==> src/rtl/fmul_operand_queue.sv <==
// -----------------------------------------------------------------------------
// fmul_operand_queue
//   Operand staging FIFO in front of the combinational floating-point
//   multiplier. Each (a,b) pair is classified when it is pushed. The class is
//   stored next to the operand, so the head pair and its class flags are
//   available straight from registers.
//
//   Optional feature macro: FMUL_OPQ_FTZ_EN
//     defined   : denormal operands are flushed to a signed zero at push and
//                 classed ZERO. The DENORM flag is never set.
//     undefined : operands are stored unchanged and denormals are flagged DENORM.
//
// Ports
//   clk_i        clock, all state on the rising edge
//   rst_ni       synchronous reset, active low
//   in_valid_i   producer has an operand pair
//   in_ready_o   queue can accept a pair (= !full)
//   a_i, b_i     incoming operands, W = 1+EXP+MANT bits
//   out_valid_o  head entry valid (= !empty)
//   out_ready_i  consumer takes the head this cycle
//   a_o, b_o     head operands
//   a_class_o    head A class {NAN,INF,DENORM,ZERO}
//   b_class_o    head B class, same encoding
//   special_o    head pair needs a bypass result (any class bit set)
//   count_o      occupied entries, 0..DEPTH
// -----------------------------------------------------------------------------
module fmul_operand_queue #(
   parameter int EXP   = 8,
   parameter int MANT  = 23,
   parameter int DEPTH = 4
) (
   input  logic                       clk_i,
   input  logic                       rst_ni,
   input  logic                       in_valid_i,
   output logic                       in_ready_o,
   input  logic [EXP+MANT:0]          a_i,
   input  logic [EXP+MANT:0]          b_i,
   output logic                       out_valid_o,
   input  logic                       out_ready_i,
   output logic [EXP+MANT:0]          a_o,
   output logic [EXP+MANT:0]          b_o,
   output logic [3:0]                 a_class_o,
   output logic [3:0]                 b_class_o,
   output logic                       special_o,
   output logic [$clog2(DEPTH):0]     count_o
);

   localparam int W  = 1 + EXP + MANT;
   localparam int AW = $clog2(DEPTH);

   // The extra MSB on each pointer tells full apart from empty.
   logic [AW:0]   wr_ptr_q, wr_ptr_d;
   logic [AW:0]   rd_ptr_q, rd_ptr_d;
   logic [AW-1:0] wr_idx, rd_idx;

   logic [W-1:0]  a_mem_q     [DEPTH];
   logic [W-1:0]  b_mem_q     [DEPTH];
   logic [3:0]    a_cls_mem_q [DEPTH];
   logic [3:0]    b_cls_mem_q [DEPTH];

   logic          empty, full, push, pop;

   // Operand 0 is A and operand 1 is B. Both go through the same classifier.
   logic [W-1:0]  op_in  [2];
   logic [W-1:0]  op_st  [2];
   logic [3:0]    op_cls [2];

   assign op_in[0] = a_i;
   assign op_in[1] = b_i;

   genvar gi;
   generate
      for (gi = 0; gi < 2; gi++) begin : g_cls
         logic [EXP-1:0]  exp_f;
         logic [MANT-1:0] mant_f;
         logic            e_ones, e_zero, m_zero;

         assign exp_f  = op_in[gi][W-2 -: EXP];
         assign mant_f = op_in[gi][MANT-1:0];
         assign e_ones = &exp_f;
         assign e_zero = ~|exp_f;
         assign m_zero = ~|mant_f;

`ifdef FMUL_OPQ_FTZ_EN
         // Zero exponent covers both true zeros and denormals. Both leave as a
         // signed zero, which also normalises the mantissa of a true zero.
         assign op_st[gi]  = e_zero ? {op_in[gi][W-1], {(W-1){1'b0}}} : op_in[gi];
         assign op_cls[gi] = {e_ones & ~m_zero, e_ones & m_zero, 1'b0, e_zero};
`else
         assign op_st[gi]  = op_in[gi];
         assign op_cls[gi] = {e_ones & ~m_zero, e_ones & m_zero,
                              e_zero & ~m_zero, e_zero & m_zero};
`endif
      end
   endgenerate

   assign wr_idx = wr_ptr_q[AW-1:0];
   assign rd_idx = rd_ptr_q[AW-1:0];

   // Status depends only on the registered pointers. A full queue refuses a
   // push even when a pop happens in the same cycle.
   assign empty = (wr_ptr_q == rd_ptr_q);
   assign full  = (wr_ptr_q[AW] != rd_ptr_q[AW]) &&
                  (wr_ptr_q[AW-1:0] == rd_ptr_q[AW-1:0]);

   assign in_ready_o  = ~full;
   assign out_valid_o = ~empty;
   assign push        = in_valid_i & in_ready_o;
   assign pop         = out_valid_o & out_ready_i;

   assign wr_ptr_d = wr_ptr_q + {{AW{1'b0}}, push};
   assign rd_ptr_d = rd_ptr_q + {{AW{1'b0}}, pop};

   // The pointer difference is modulo 2*DEPTH, so it is already 0..DEPTH.
   assign count_o = wr_ptr_q - rd_ptr_q;

   assign a_o       = a_mem_q[rd_idx];
   assign b_o       = b_mem_q[rd_idx];
   assign a_class_o = a_cls_mem_q[rd_idx];
   assign b_class_o = b_cls_mem_q[rd_idx];
   assign special_o = out_valid_o & ((|a_class_o) | (|b_class_o));

   always_ff @(posedge clk_i) begin
      if (!rst_ni) begin
         wr_ptr_q <= '0;
         rd_ptr_q <= '0;
         // Storage is cleared so the head outputs read zero after reset.
         for (int i = 0; i < DEPTH; i++) begin
            a_mem_q[i]     <= '0;
            b_mem_q[i]     <= '0;
            a_cls_mem_q[i] <= '0;
            b_cls_mem_q[i] <= '0;
         end
      end else begin
         wr_ptr_q <= wr_ptr_d;
         rd_ptr_q <= rd_ptr_d;
         if (push) begin
            a_mem_q[wr_idx]     <= op_st[0];
            b_mem_q[wr_idx]     <= op_st[1];
            a_cls_mem_q[wr_idx] <= op_cls[0];
            b_cls_mem_q[wr_idx] <= op_cls[1];
         end
      end
   end

endmodule
==> config.mk <==
export PLATFORM = sky130hd
export DESIGN_NAME = fmul_operand_queue
export DESIGN_NICKNAME = d
export VERILOG_FILES = /design/src/rtl/fmul_operand_queue.sv
export SDC_FILE = /design/constraint.sdc
export NUM_CORES = 1
export LEC_CHECK = 0
export BUFFER_PORTS_ARGS = -buffer_cell sky130_fd_sc_hd__buf_2
export CORE_UTILIZATION = 53
export DETAILED_ROUTE_END_ITERATION = 6
export GPL_TIMING_DRIVEN = 0
export PLACE_DENSITY = 0.76
export SETUP_SLACK_MARGIN = 0.15
export SYNTH_ARGS = -nofsm -noshare
export SYNTH_HDL_FRONTEND = slang
export SYNTH_SLANG_ARGS = --single-unit
export TNS_END_PERCENT = 50
==> constraint.sdc <==
create_clock -name clk_i -period 4.25 [get_ports clk_i]
set_input_delay 0.85 -clock clk_i [delete_from_list [all_inputs] [get_ports clk_i]]
set_output_delay 0.85 -clock clk_i [all_outputs]
set_load 0.1 [all_outputs]
**Word level (Yosys, flattened, before mapping)**

Memory sizes are Yosys's and may differ from the RTL's. A register that Yosys moved wholly into a read port is not among the register bits.
Index checks and enable logic that the tools add are counted.

- Bitwise operators: 14
- Muxes and demuxes: 20
- Add/sub/neg operators: 3
- Reductions and logical operators: 17
- Eq/ne operators: 3

Operators with widths:

| kind | number |
|---|---|
| 2-to-1 mux 32 bit | 2 |
| OR reduction 32 bit | 2 |
| OR reduction 23 bit | 2 |
| 2-to-1 mux 2 bit | 8 |
| AND reduction 8 bit | 2 |
| OR reduction 4 bit | 4 |
| OR reduction 8 bit | 2 |
| bitwise AND 1 bit | 11 |
| 2-to-1 mux 1 bit | 8 |
| 2-to-1 mux 4 bit | 2 |
| adder 3 x 1 -> 3 bit | 2 |
| zero test 1 bit | 4 |
| == test 3 bit | 1 |
| subtractor 3 bit | 1 |
| == test 2 bit | 1 |
| NOT 1 bit | 2 |
| logical AND 1 bit | 1 |
| inequality test 1 bit | 1 |
| OR 1 bit | 1 |

- Bits in writable memories: 288
- Memories: 4
- Word-level logic and storage cells: 63
- Input bits: 68
- Register bits after elaboration: 6
- Output and inout port bits: 78

Memory list:

| memory | depth | width | rd ports | clocked after Yosys merged registers in | write ports | RTL line | text |
|---|---|---|---|---|---|---|---|
| a_mem_q | 4 | 32 | 1 | 1 | 4 | 56 | `logic [W-1:0] a_mem_q [DEPTH];` |
| b_mem_q | 4 | 32 | 1 | 1 | 4 | 57 | `logic [W-1:0] b_mem_q [DEPTH];` |
| a_cls_mem_q | 4 | 4 | 1 | 1 | 4 | 58 | `logic [3:0] a_cls_mem_q [DEPTH];` |
| b_cls_mem_q | 4 | 4 | 1 | 1 | 4 | 59 | `logic [3:0] b_cls_mem_q [DEPTH];` |

**Depth between registers and ports, before layout**

- Word-level depth: 9
- Mapped depth: 12
- Gate-level depth less buffers: 9

**Worst setup path before layout**

Ideal clock, no wire load.

- Kind: register to output
- From: register rd_ptr_q[1]
- To: output port special_o
- Arrival: 4.541 ns
- Path buffers: 3
- Slack: -1.141 ns
- Stages on the path, launching flop included: 8
- Required time: 3.400 ns
- Path through: dfxtp_1 -> buf_2 -> buf_2 -> buf_1 -> inv_1 -> ha_1 -> nand3_1 -> a21boi_0

- Cells in the longest elaborated chain, start to end: 3

Ends and longest elaborated chain:

| what | RTL line | text |
|---|---|---|
| start: declaration | 53 | `logic [AW:0] rd_ptr_q, rd_ptr_d;` |
| start signal: assignment | 136 | `rd_ptr_q <= rd_ptr_d;` |
| == test 3 bit | 102 | `assign empty = (wr_ptr_q == rd_ptr_q);` |
| NOT 1 bit | 107 | `assign out_valid_o = ~empty;` |
| named net out_valid_o | 38 | `output logic out_valid_o,` |
| bitwise AND 1 bit | 121 | `assign special_o = out_valid_o & ((\|a_class_o) \| (\|b_class_o));` |
| end: declaration | 44 | `output logic special_o,` |

The timed path passes the listed nets, and every way through them passes these cells.

**Worst setup path in the final report**

- From: register rd_ptr_q[1]
- To: output port in_ready_o

- Cells in the longest elaborated chain, start to end: 3

Ends and longest elaborated chain:

| what | RTL line | text |
|---|---|---|
| == test 2 bit | 104 | `(wr_ptr_q[AW-1:0] == rd_ptr_q[AW-1:0]);` |
| logical AND 1 bit | 103 | `assign full = (wr_ptr_q[AW] != rd_ptr_q[AW]) &&` |
| NOT 1 bit | 106 | `assign in_ready_o = ~full;` |
| end: declaration | 35 | `output logic in_ready_o,` |

No other way between the ends.

==> run summary <==
CP Class -> register to output port
Power, Total -> 8516 uW
Fmax -> 255.2 MHz
Crit-path max FO -> 10
Max-cap violations -> 0
Vias in the first global route -> 7,466
Final setup fails -> 0
Cell total after placement -> 1,249
Area Growth Syn to Fin -> 17.01%
Drt drc -> 0
DRC marker count from the first detailed-route iteration -> 510
Period Utilization, post-route -> 92.18%
H-tree depth -> 1
Yosys warns -> 0
Setup TNS -> 0 ns
Hold crit path type -> primary input to register
Outcome -> finished clean
Clock Tree Buf Depth -> 3
Leading area contributor after synthesis -> edfxtp_1
WP buf/inv -> 5
Initial antenna violation count -> 1
FP Rows -> 57
Post-Syn Nets -> 851
Synth Flop Type -> edfxtp_1
Chip height -> 159.2 um
Nets -> 1,032
Slew @ Worst Pin -> 0.6964 ns
Power density over the cells -> 555.4 nW/um^2
Antenna-violating nets left -> 0
# Post-CTS Setup Buffers -> 0
Core Area -> 24,320 um^2
Clock Tree Root -> clkbuf_16
TritonCTS clock tree -> built
Worst Path Required -> 3.40 ns
Clock transition at path regs -> 0.06 ns
DRT Pass-1 Iters -> 5
Avg Cell Area, Syn -> 16.89 um^2
Fin. Hold Viols -> 0
Starting density of the core -> 53.88%
RSZ-0062 raised after global routing -> no
Critical path endpoint category -> output port
Most frequent cell on the critical path -> buf_2
Post-synth EDFFs -> 288
Leak -> 0.005783 uW
Gpl congestion -> 0.7641
Synth area leaders -> edfxtp_1 66%, mux4_2 12%, and2_1 8.3%
Slew margin rel. -> 53.15%
Top delay family on crit path -> buffers and inverters
Cells along the critical path -> buf_2, buf_2, buf_2, inv_1, ha_1, nand2_1, or2_2, buf_2
Vias/cell -> 5.528
Slew Limit Fails -> 0
Wire per inst -> 21.24 um
Worst-Skew Late Latency -> 0.55 ns
Fill cell count -> 1,733
Mapped Cells -> 776
Flops & latches, synth -> 294
Arr. time, crit path -> 3.07 ns
Final min period -> 3.918 ns
Hpwl dp -> 17,630 um
Total grt overflow -> 0
WL final -> 27,720 um
Port-buffer cells -> 145
Min setup slack post-route -> 0.3321 ns
Post-Place Worst Slack -> 0.1512 ns
Post-synthesis cell type count -> 33
Post-synthesis async set-or-reset flop share -> 0%
Post-synth top area share -> 66.00%
Largest net degree at the start of global routing -> 58
Share of layout cells above drive strength 1 -> 41.22%
Overall Global Routing Usage -> 22.34%
Die width -> 159.2 um
Final cell count without fillers -> 1,305
Slowest stage cell, crit path -> dfxtp_1
Sequential area share after synthesis -> 66.91%
Routed vias -> 7,214
Cell area after synthesis -> 13,100 um^2
I/O pins -> 146
Critical Path Max Stage Delay -> 0.39 ns
Worst clock skew -> 0.01292 ns
CP Launch Type -> register
TritonCTS buffer count -> 30
Peak supply drop -> 0.0006494 V
First-pass GRT wire length -> 42,970 um
CTS Sinks -> 294
Die area -> 25,360 um^2
## flip-flops by register name, summed over array words and instances, names as in the netlist
signal and cells:
rd_ptr_q 3, wr_ptr_q 3, a_mem_q 128, b_cls_mem_q 16, a_cls_mem_q 16, b_mem_q 128
## per-layer routing
layer	GRT usage (%)	share of wire, %
met1	30.77	42
met2	37.58	51
met3	3.517	6.3
met4	5.594	1.5
met5	0	0
## report_power, final
part | leakage (uW) | internal (uW) | total [uW] | switching, uW
Sequential | 0.00304 | 3380 | 3430 | 49.3
Combinational | 0.00227 | 563 | 2520 | 1960
Clock | 0.000471 | 1510 | 2570 | 1060
## repair_timing
| action | in CTS | in global routing |
|---|---|---|
| endpoints found under the hold margin | 0 | 0 |
| hold buffers | 0 | 0 |
| resized for setup | 1 | 0 |
| setup endpoints to repair | 45 | 0 |
## path summary, 6_finish.rpt
check / startpoint / end / slack, ns / cells after the start
setup / recovery: rd_ptr_q[1] / in_ready_o / 0.33 / 8
setup reg to reg: rd_ptr_q[1] / a_mem_q[0][23] / 0.37 / 11
hold / removal: b_i[31] / b_mem_q[3][31] / 0.62 / 2
hold reg to reg: rd_ptr_q[0] / rd_ptr_q[0] / 0.63 / 2
## cells in the final DEF, fill, tap and decap left out, types with 3 or more instances in the layout
| cell | netlist | final |
|---|---|---|
| buf_2 | 4 | 150 |
| buf_4 | 7 | 7 |
| clkinv_1 | 0 | 7 |
| clkbuf_2 | 17 | 17 |
| and2_2 | 91 | 91 |
| ha_1 | 6 | 6 |
| nand3_4 | 3 | 3 |
| clkbuf_16 | 0 | 31 |
| nor3_1 | 24 | 24 |
| nand3_1 | 4 | 4 |
| dfxtp_1 | 6 | 6 |
| nand2_4 | 0 | 4 |
| nand4_1 | 5 | 5 |
| inv_1 | 5 | 5 |
| nand3_2 | 3 | 3 |
| mux4_2 | 72 | 72 |
| edfxtp_1 | 288 | 288 |
| buf_16 | 0 | 3 |
| clkbuf_1 | 12 | 19 |
| nor4_1 | 16 | 16 |
| and2_1 | 173 | 173 |
| clkinv_2 | 0 | 6 |
| bufinv_16 | 0 | 3 |
| nand2_1 | 8 | 4 |
| nor2_1 | 12 | 12 |
## stage by stage
step,utilization (%),hold slack (ns),instance area [um^2]
2_1_floorplan,-,0.5781,13110
3_3_place_gp,58.57,0.6113,14240
3_5_place_dp,59.09,0.6156,14370
4_1_cts,63.03,0.5970,15330
5_1_grt,63.03,0.6043,15330
6_report,63.04,0.6165,15330
## cell usage after synthesis, types with 2 or more instances
library cell / n
edfxtp_1: 288
and2_1: 173
and2_2: 91
mux4_2: 72
nor3_1: 24
clkbuf_2: 17
nor4_1: 16
clkbuf_1: 12
nor2_1: 12
nand2_1: 8
buf_4: 7
dfxtp_1: 6
ha_1: 6
inv_1: 5
nand4_1: 5
buf_2: 4
nand3_1: 4
buf_1: 3
nand3_2: 3
nand3_4: 3
nor3_2: 2
nor3_4: 2
or2_2: 2
xor2_1: 2
## cells by family (layout without fill, tap and decap cells)
logic type	after synthesis	after routing	synth area share, %
other	0	1	0
adder cells (fa/ha/maj)	7	7	0.7257
XOR/XNOR	4	4	0.3247
AND/OR/NAND/NOR	347	347	17.38
flip-flops	294	294	66.91
multiplexers	72	72	12.37
buffers and inverters	49	253	1.929
AO/OA/AOI/OAI	3	3	0.3533
## layout make-up
class	count	area [um^2]	area share (%)
clock inverter	17	155.1	1.012
timing repair buffer	149	828.3	5.402
buffer	44	235.2	1.534
inverter	5	18.77	0.1224
clock buffer	38	802.0	5.231
multi-input combinational	433	4116	26.85
antenna	1	2.502	0.01632
tap	324	405.4	2.644
sequential	294	8768	57.19
No activity file was read; power rests on OpenSTA's default activity.
